**src/rtl/reg_array_seq.sv**
```systemverilog
// Sequencer that sweeps a KSIZE x KSIZE kernel window over one register-array row datapath.
// Latency: command registered one cycle after its decision, tap valid the cycle after that.
// Backpressure: NE is issued and all counters hold while buffer data or PE readiness is missing.
module reg_array_seq #(
    parameter int KSIZE = 3,
    parameter int ROW_W = 8,
    parameter int KW    = 4
) (
    input  logic             clk,
    input  logic             rst,
    input  logic             i_start,
    input  logic [ROW_W-1:0] i_num_rows,
    output logic             o_busy,
    output logic             o_done,
    input  logic             i_buf_valid,
    output logic             o_buf_rd,
    input  logic             i_pe_ready,
    output logic [1:0]       o_reg_array_cmd,
    output logic             o_pe_valid,
    output logic [KW-1:0]    o_kx,
    output logic [KW-1:0]    o_ky,
    output logic [ROW_W-1:0] o_row
);
    typedef enum logic [1:0] {IDLE, LOAD, SHIFT, FIN} state_t;

    localparam logic [1:0]    CMD_IB = 2'b00;
    localparam logic [1:0]    CMD_SF = 2'b01;
    localparam logic [1:0]    CMD_IF = 2'b10;
    localparam logic [1:0]    CMD_NE = 2'b11;
    localparam logic [KW-1:0] K_LAST = KW'(KSIZE - 1);

    state_t           state, nxt_state;
    logic [KW-1:0]    kx, ky, nxt_kx, nxt_ky;
    logic [ROW_W-1:0] row, nxt_row, num_rows;
    logic [KW-1:0]    tap_kx, tap_ky, t_kx;
    logic [ROW_W-1:0] tap_row;
    logic [1:0]       nxt_cmd;
    logic             nxt_buf_rd, issue, end_kr, active, start_ok, start_zero;
    logic             cur_load;
    logic [KW-1:0]    cur_kx, cur_ky;
    logic [ROW_W-1:0] cur_row, cur_num;

    assign start_ok   = (state == IDLE) && i_start && (i_num_rows != '0);
    assign start_zero = (state == IDLE) && i_start && (i_num_rows == '0);

    // An accepted start evaluates the first load in the same cycle so the
    // first command reaches the array on the very next cycle.
    always_comb begin
        active     = start_ok || (state == LOAD) || (state == SHIFT);
        cur_load   = (state != SHIFT);
        cur_kx     = (state == IDLE) ? '0 : kx;
        cur_ky     = (state == IDLE) ? '0 : ky;
        cur_row    = (state == IDLE) ? '0 : row;
        cur_num    = (state == IDLE) ? i_num_rows : num_rows;
        nxt_state  = state;
        nxt_kx     = kx;
        nxt_ky     = ky;
        nxt_row    = row;
        nxt_cmd    = CMD_NE;
        nxt_buf_rd = 1'b0;
        issue      = 1'b0;
        end_kr     = 1'b0;
        t_kx       = cur_kx;
        if (active) begin
            nxt_state = cur_load ? LOAD : SHIFT;
            nxt_kx    = cur_kx;
            nxt_ky    = cur_ky;
            nxt_row   = cur_row;
            if (cur_load) begin
                if ((cur_ky == '0) ? (i_buf_valid && i_pe_ready) : i_pe_ready) begin
                    nxt_cmd    = (cur_ky == '0) ? CMD_IB : CMD_IF;
                    nxt_buf_rd = (cur_ky == '0);
                    issue      = 1'b1;
                    t_kx       = '0;
                    nxt_kx     = '0;
                    if (KSIZE > 1) nxt_state = SHIFT;
                    else           end_kr    = 1'b1;
                end
            end else if (i_pe_ready) begin
                nxt_cmd = CMD_SF;
                issue   = 1'b1;
                t_kx    = cur_kx + KW'(1);
                nxt_kx  = cur_kx + KW'(1);
                end_kr  = (cur_kx + KW'(1) == K_LAST);
            end
            if (end_kr) begin
                if (cur_ky != K_LAST) begin
                    nxt_ky    = cur_ky + KW'(1);
                    nxt_state = LOAD;
                end else begin
                    nxt_ky    = '0;
                    nxt_row   = cur_row + ROW_W'(1);
                    nxt_state = (cur_row == cur_num - ROW_W'(1)) ? FIN : LOAD;
                end
            end
        end else if (state == FIN) begin
            nxt_state = IDLE;
        end
    end

    always_ff @(posedge clk) begin
        if (rst) begin
            state           <= IDLE;
            kx              <= '0;
            ky              <= '0;
            row             <= '0;
            num_rows        <= '0;
            tap_kx          <= '0;
            tap_ky          <= '0;
            tap_row         <= '0;
            o_reg_array_cmd <= CMD_NE;
            o_buf_rd        <= 1'b0;
            o_busy          <= 1'b0;
            o_done          <= 1'b0;
            o_pe_valid      <= 1'b0;
            o_kx            <= '0;
            o_ky            <= '0;
            o_row           <= '0;
        end else begin
            state           <= nxt_state;
            kx              <= nxt_kx;
            ky              <= nxt_ky;
            row             <= nxt_row;
            o_reg_array_cmd <= nxt_cmd;
            o_buf_rd        <= nxt_buf_rd;
            if (start_ok) num_rows <= i_num_rows;
            if (issue) begin
                tap_kx  <= t_kx;
                tap_ky  <= cur_ky;
                tap_row <= cur_row;
            end
            // A zero-row job completes immediately without ever raising busy.
            o_done <= (state == FIN) || start_zero;
            if (start_ok)           o_busy <= 1'b1;
            else if (state == FIN)  o_busy <= 1'b0;
            o_pe_valid <= (o_reg_array_cmd != CMD_NE);
            if (o_reg_array_cmd != CMD_NE) begin
                o_kx  <= tap_kx;
                o_ky  <= tap_ky;
                o_row <= tap_row;
            end
        end
    end
endmodule
```
**config.mk**
```make
export PLATFORM = sky130hd
export DESIGN_NAME = reg_array_seq
export DESIGN_NICKNAME = d
export VERILOG_FILES = /design/src/rtl/reg_array_seq.sv
export SDC_FILE = /design/constraint.sdc
export NUM_CORES = 1
export LEC_CHECK = 0
export ABC_CLOCK_PERIOD_IN_PS = 3200
export CAP_MARGIN = 15
export CELL_PAD_IN_SITES_DETAIL_PLACEMENT = 0
export CELL_PAD_IN_SITES_GLOBAL_PLACEMENT = 2
export CORE_ASPECT_RATIO = 1.4
export CORE_UTILIZATION = 33
export CTS_CLUSTER_SIZE = 16
export DETAILED_ROUTE_END_ITERATION = 12
export HOLD_SLACK_MARGIN = 0.12
export PLACE_DENSITY = 0.85
export SLEW_MARGIN = 10
export SYNTH_ARGS = -nofsm -noshare
export SYNTH_HDL_FRONTEND = slang
export SYNTH_SLANG_ARGS = --single-unit
```
**constraint.sdc**
```tcl
create_clock -name clk -period 3.2 [get_ports clk]
set_clock_uncertainty 0.05 [all_clocks]
set_input_delay 0.32 -clock clk [delete_from_list [all_inputs] [get_ports clk]]
set_output_delay 0.32 -clock clk [all_outputs]
set_load 0.1 [all_outputs]
```
==> flow_metrics.tcl <==
set metrics [dict create \
    ff_latch_count_synth 64 \
    clk_root_buffer_cell "clkbuf_16" \
    swShare_pct 23.9 \
    pin_count 35 \
    clock_tree.htree_level_count 3 \
    outcome "finished, final reports clean" \
    grt_pass1_wl_um 12200 \
    routed_via_density 5.08 \
    start_kind "register" \
    clk_path_buf_depth 2 \
    met2WireLength_um 3360 \
    synth-edff-count 0 \
    site_row_count 40 \
    drv_cap 0 \
    simple_gate_portion_of_the_synthesized_area_pct 26.1 \
    timing_hold_violations_final 0 \
    cts_sink_count 64 \
    sequential_cell_area_mm2 0.00128 \
    synth_sequential_area_ratio_pct 43.6 \
    detail_route.first_pass.iterations 4 \
    postSynthCellCount 368 \
    post_cts_hold_buffer_count 0 \
    drive_gt1_share_pct 8.64 \
    layout.nets 417 \
    multi_input_area_mm2 0.00156 \
    cts-resized-gates 0 \
    finalCriticalPeriod_ns 2.62 \
    tightestPinTransition_ns 1.00 \
    layout.core_utilization_pct 43.4 \
    crit_fanout 10 \
    syn_nets 385 \
    syn_to_final_growth_pct 27.0 \
    first_iter_violations 117 \
    first_global_vias 2462 \
    crit_path_class "register to register" \
    m1_wl_um 3290 \
    post-dp-hpwl_um 4980 \
    design.die.area_mm2 0.00930 \
    power.switching_uw 532 \
    synthArstFlopShare_pct 0 \
    totalWireLength_um 7050 \
    final.setup.tns_ns 0 \
    die_w_um 81.8 \
    highest_clock_rate_ghz 0.382 \
    slew_viol_final 0 \
    ir_worst_vdd_v 0.000296 \
    synthesis_warning_total 0 \
    tritoncts "done" \
    layout_common_cells "nand2_1, dfxtp_1, a21oi_1, clkdlybuf4s50_1, nor2_1" \
    synth.distinct_cells 47 \
    route.met3.wl_um 217 \
    synth-adder-area-share_pct 1.70 \
    post-route-drc-count 0 \
    clkSlewWorstSetupHoldPaths_ns 0.05 \
    hold_path.class "register to register" \
    worst_setup_path_end_kind "register" \
    timing.critical_path.required_ns 3.35 \
    logic_gate_share_of_total_power_pct 11.3 \
    grt_setup_unrepaired "false" \
    mux_contribution_to_synthesized_area_pct 1.79 \
    power-per-cell-area_mw_per_mm2 597 \
    post_synth_instance_area_mm2 0.00294 \
    synth_compound_area_share_pct 17.5 \
    diode_insertion_count_for_antenna_repair 0 \
    syn-mean-instance-area_um2 7.99 \
    number_of_i_o_port_buffers 34 \
    leakage_uw 0.00133 \
    sequentialPowerShare_pct 37.1 \
    tritoncts.num_buffers 9 \
    initial_utilization_pct 34.2 \
    synthXorXnorAreaFrac_pct 5.95 \
    cp_data_arrival_time_ns 2.76 \
    internal_power_uw 1700 \
    layout_commonest_cell "nand2_1" \
    fin_crit_sh_pct 81.7 \
    route.top_layer_used "met4" \
    ys_dominant_reg_cell "dfxtp_1" \
    slew-limit-headroom_pct 33.2 \
    route.detailed.wl_per_inst_um 13.8 \
    placeable_area_mm2 0.00861 \
    finalSetupViolations 0 \
    number_of_antenna_violations_at_the_first_check_in_global_routing 0 \
    grt_overflow_total 0 \
    grt_util_all_layers_pct 17.3 \
    die_height_um 114 \
    grt_start_max_net_pins 38 \
    pwr-share-clk_pct 51.6 \
    cts_setup_buffers 0 \
    detail-route-antenna-nets 0 \
    main_combinational_cell_family_by_area_after_synthesis "simple AND/OR/NAND/NOR gates" \
    gp_routability_congestion 0.801 \
    clock_latency_reported_for_the_late_side_of_the_worst_skew_pair_ns 0.33 \
    num_vias 2592 \
    fillerInstances 924 \
]
==> power groups by stage <==
stage               logic, µW  clock network (µW)  registers [µW]
global placement          251                   0             843
detailed placement        252                   0             843
CTS                       253                1180             826
floorplan                 152                   0             866
global route              278                1210             828
finish                    251                1150             826
==> synthesized netlist by cell type (2+ instances only) <==
master | count | area (µm²)
xnor2_1 | 14 | 123
a211oi_1 | 2 | 15.0
dfxtp_1 | 64 | 1280
ha_1 | 4 | 50.1
mux2i_1 | 3 | 30.0
xor2_1 | 6 | 52.6
a21oi_1 | 53 | 265
and2_1 | 8 | 50.1
nor2_1 | 29 | 109
nand2_1 | 90 | 338
nand4_1 | 7 | 43.8
buf_2 | 2 | 10.0
inv_1 | 3 | 11.3
nor3_1 | 4 | 20.0
a31oi_1 | 2 | 12.5
and3_1 | 3 | 18.8
mux2_2 | 2 | 22.5
clkbuf_1 | 18 | 67.6
a41oi_1 | 4 | 35.0
nor4_1 | 4 | 25.0
o21ai_0 | 7 | 35.0
or4_1 | 2 | 15.0
nand3_1 | 12 | 60.1
a311oi_1 | 2 | 17.5
==> flip-flops by register name, indices dropped and copies added (netlist names) <==
name,cells
o_row,8
tap_row,8
o_ky,4
tap_ky,4
o_busy,1
o_buf_rd,1
o_done,1
kx,4
num_rows,8
tap_kx,4
o_pe_valid,1
state,2
row,8
ky,4
o_reg_array_cmd,2
o_kx,4
==> worst paths after layout <==
check	cells past startpoint	from	endpoint	slack, ns
min	2	o_row[3]	o_row[3]	0.40
min reg2reg	2	o_row[3]	o_row[3]	0.40
max reg2reg	9	state[0]	row[5]	0.58
max	9	state[0]	row[5]	0.58
==> layout make-up <==
class	count	area share, %
clock buffers	11	6.77
clock inverters	5	2.75
inverters	3	0.302
multi-input cells	280	41.8
flip-flops and latches	64	34.3
well taps	105	3.52
repair buffers	42	10.6
==> worst max-delay path: stages (launching register included) <==
cell      delay, ns
dfxtp_1        0.33
or2_1          0.32
and2_1         0.20
ha_1           0.24
xnor2_1        0.16
nand3_1        0.12
a211oi_2       0.63
nand4_1        0.19
xnor2_1        0.18
nor2_1         0.05
==> per-layer routing <==
layer	GRT usage [%]	up-vias
met5	0	-
met4	10.6	0
met3	2.56	10
met2	26.9	51
met1	22.2	1189
li1	-	1342
==> per-stage QoR <==
stage / worst slack, ns / instances / instance area (µm²) / hold slack (ns) / power (µW)
2_1_floorplan: 0.442 / 368 / 2940 / 0.382 / 1020
3_3_place_gp: 0.595 / 494 / 3380 / 0.392 / 1090
3_5_place_dp: 0.551 / 494 / 3380 / 0.396 / 1100
4_1_cts: 0.566 / 510 / 3730 / 0.402 / 2260
5_1_grt: 0.343 / 510 / 3730 / 0.416 / 2320
6_report: 0.585 / 510 / 3730 / 0.399 / 2230
==> cell families after synthesis <==
kind of cell    count (synthesis)
buf+inv                        24
flops                          64
mux                             5
compound gates                 82
xor+xnor                       20
fa+ha+maj                       4
simple gates                  169
Power figures use the tool's default switching activity.
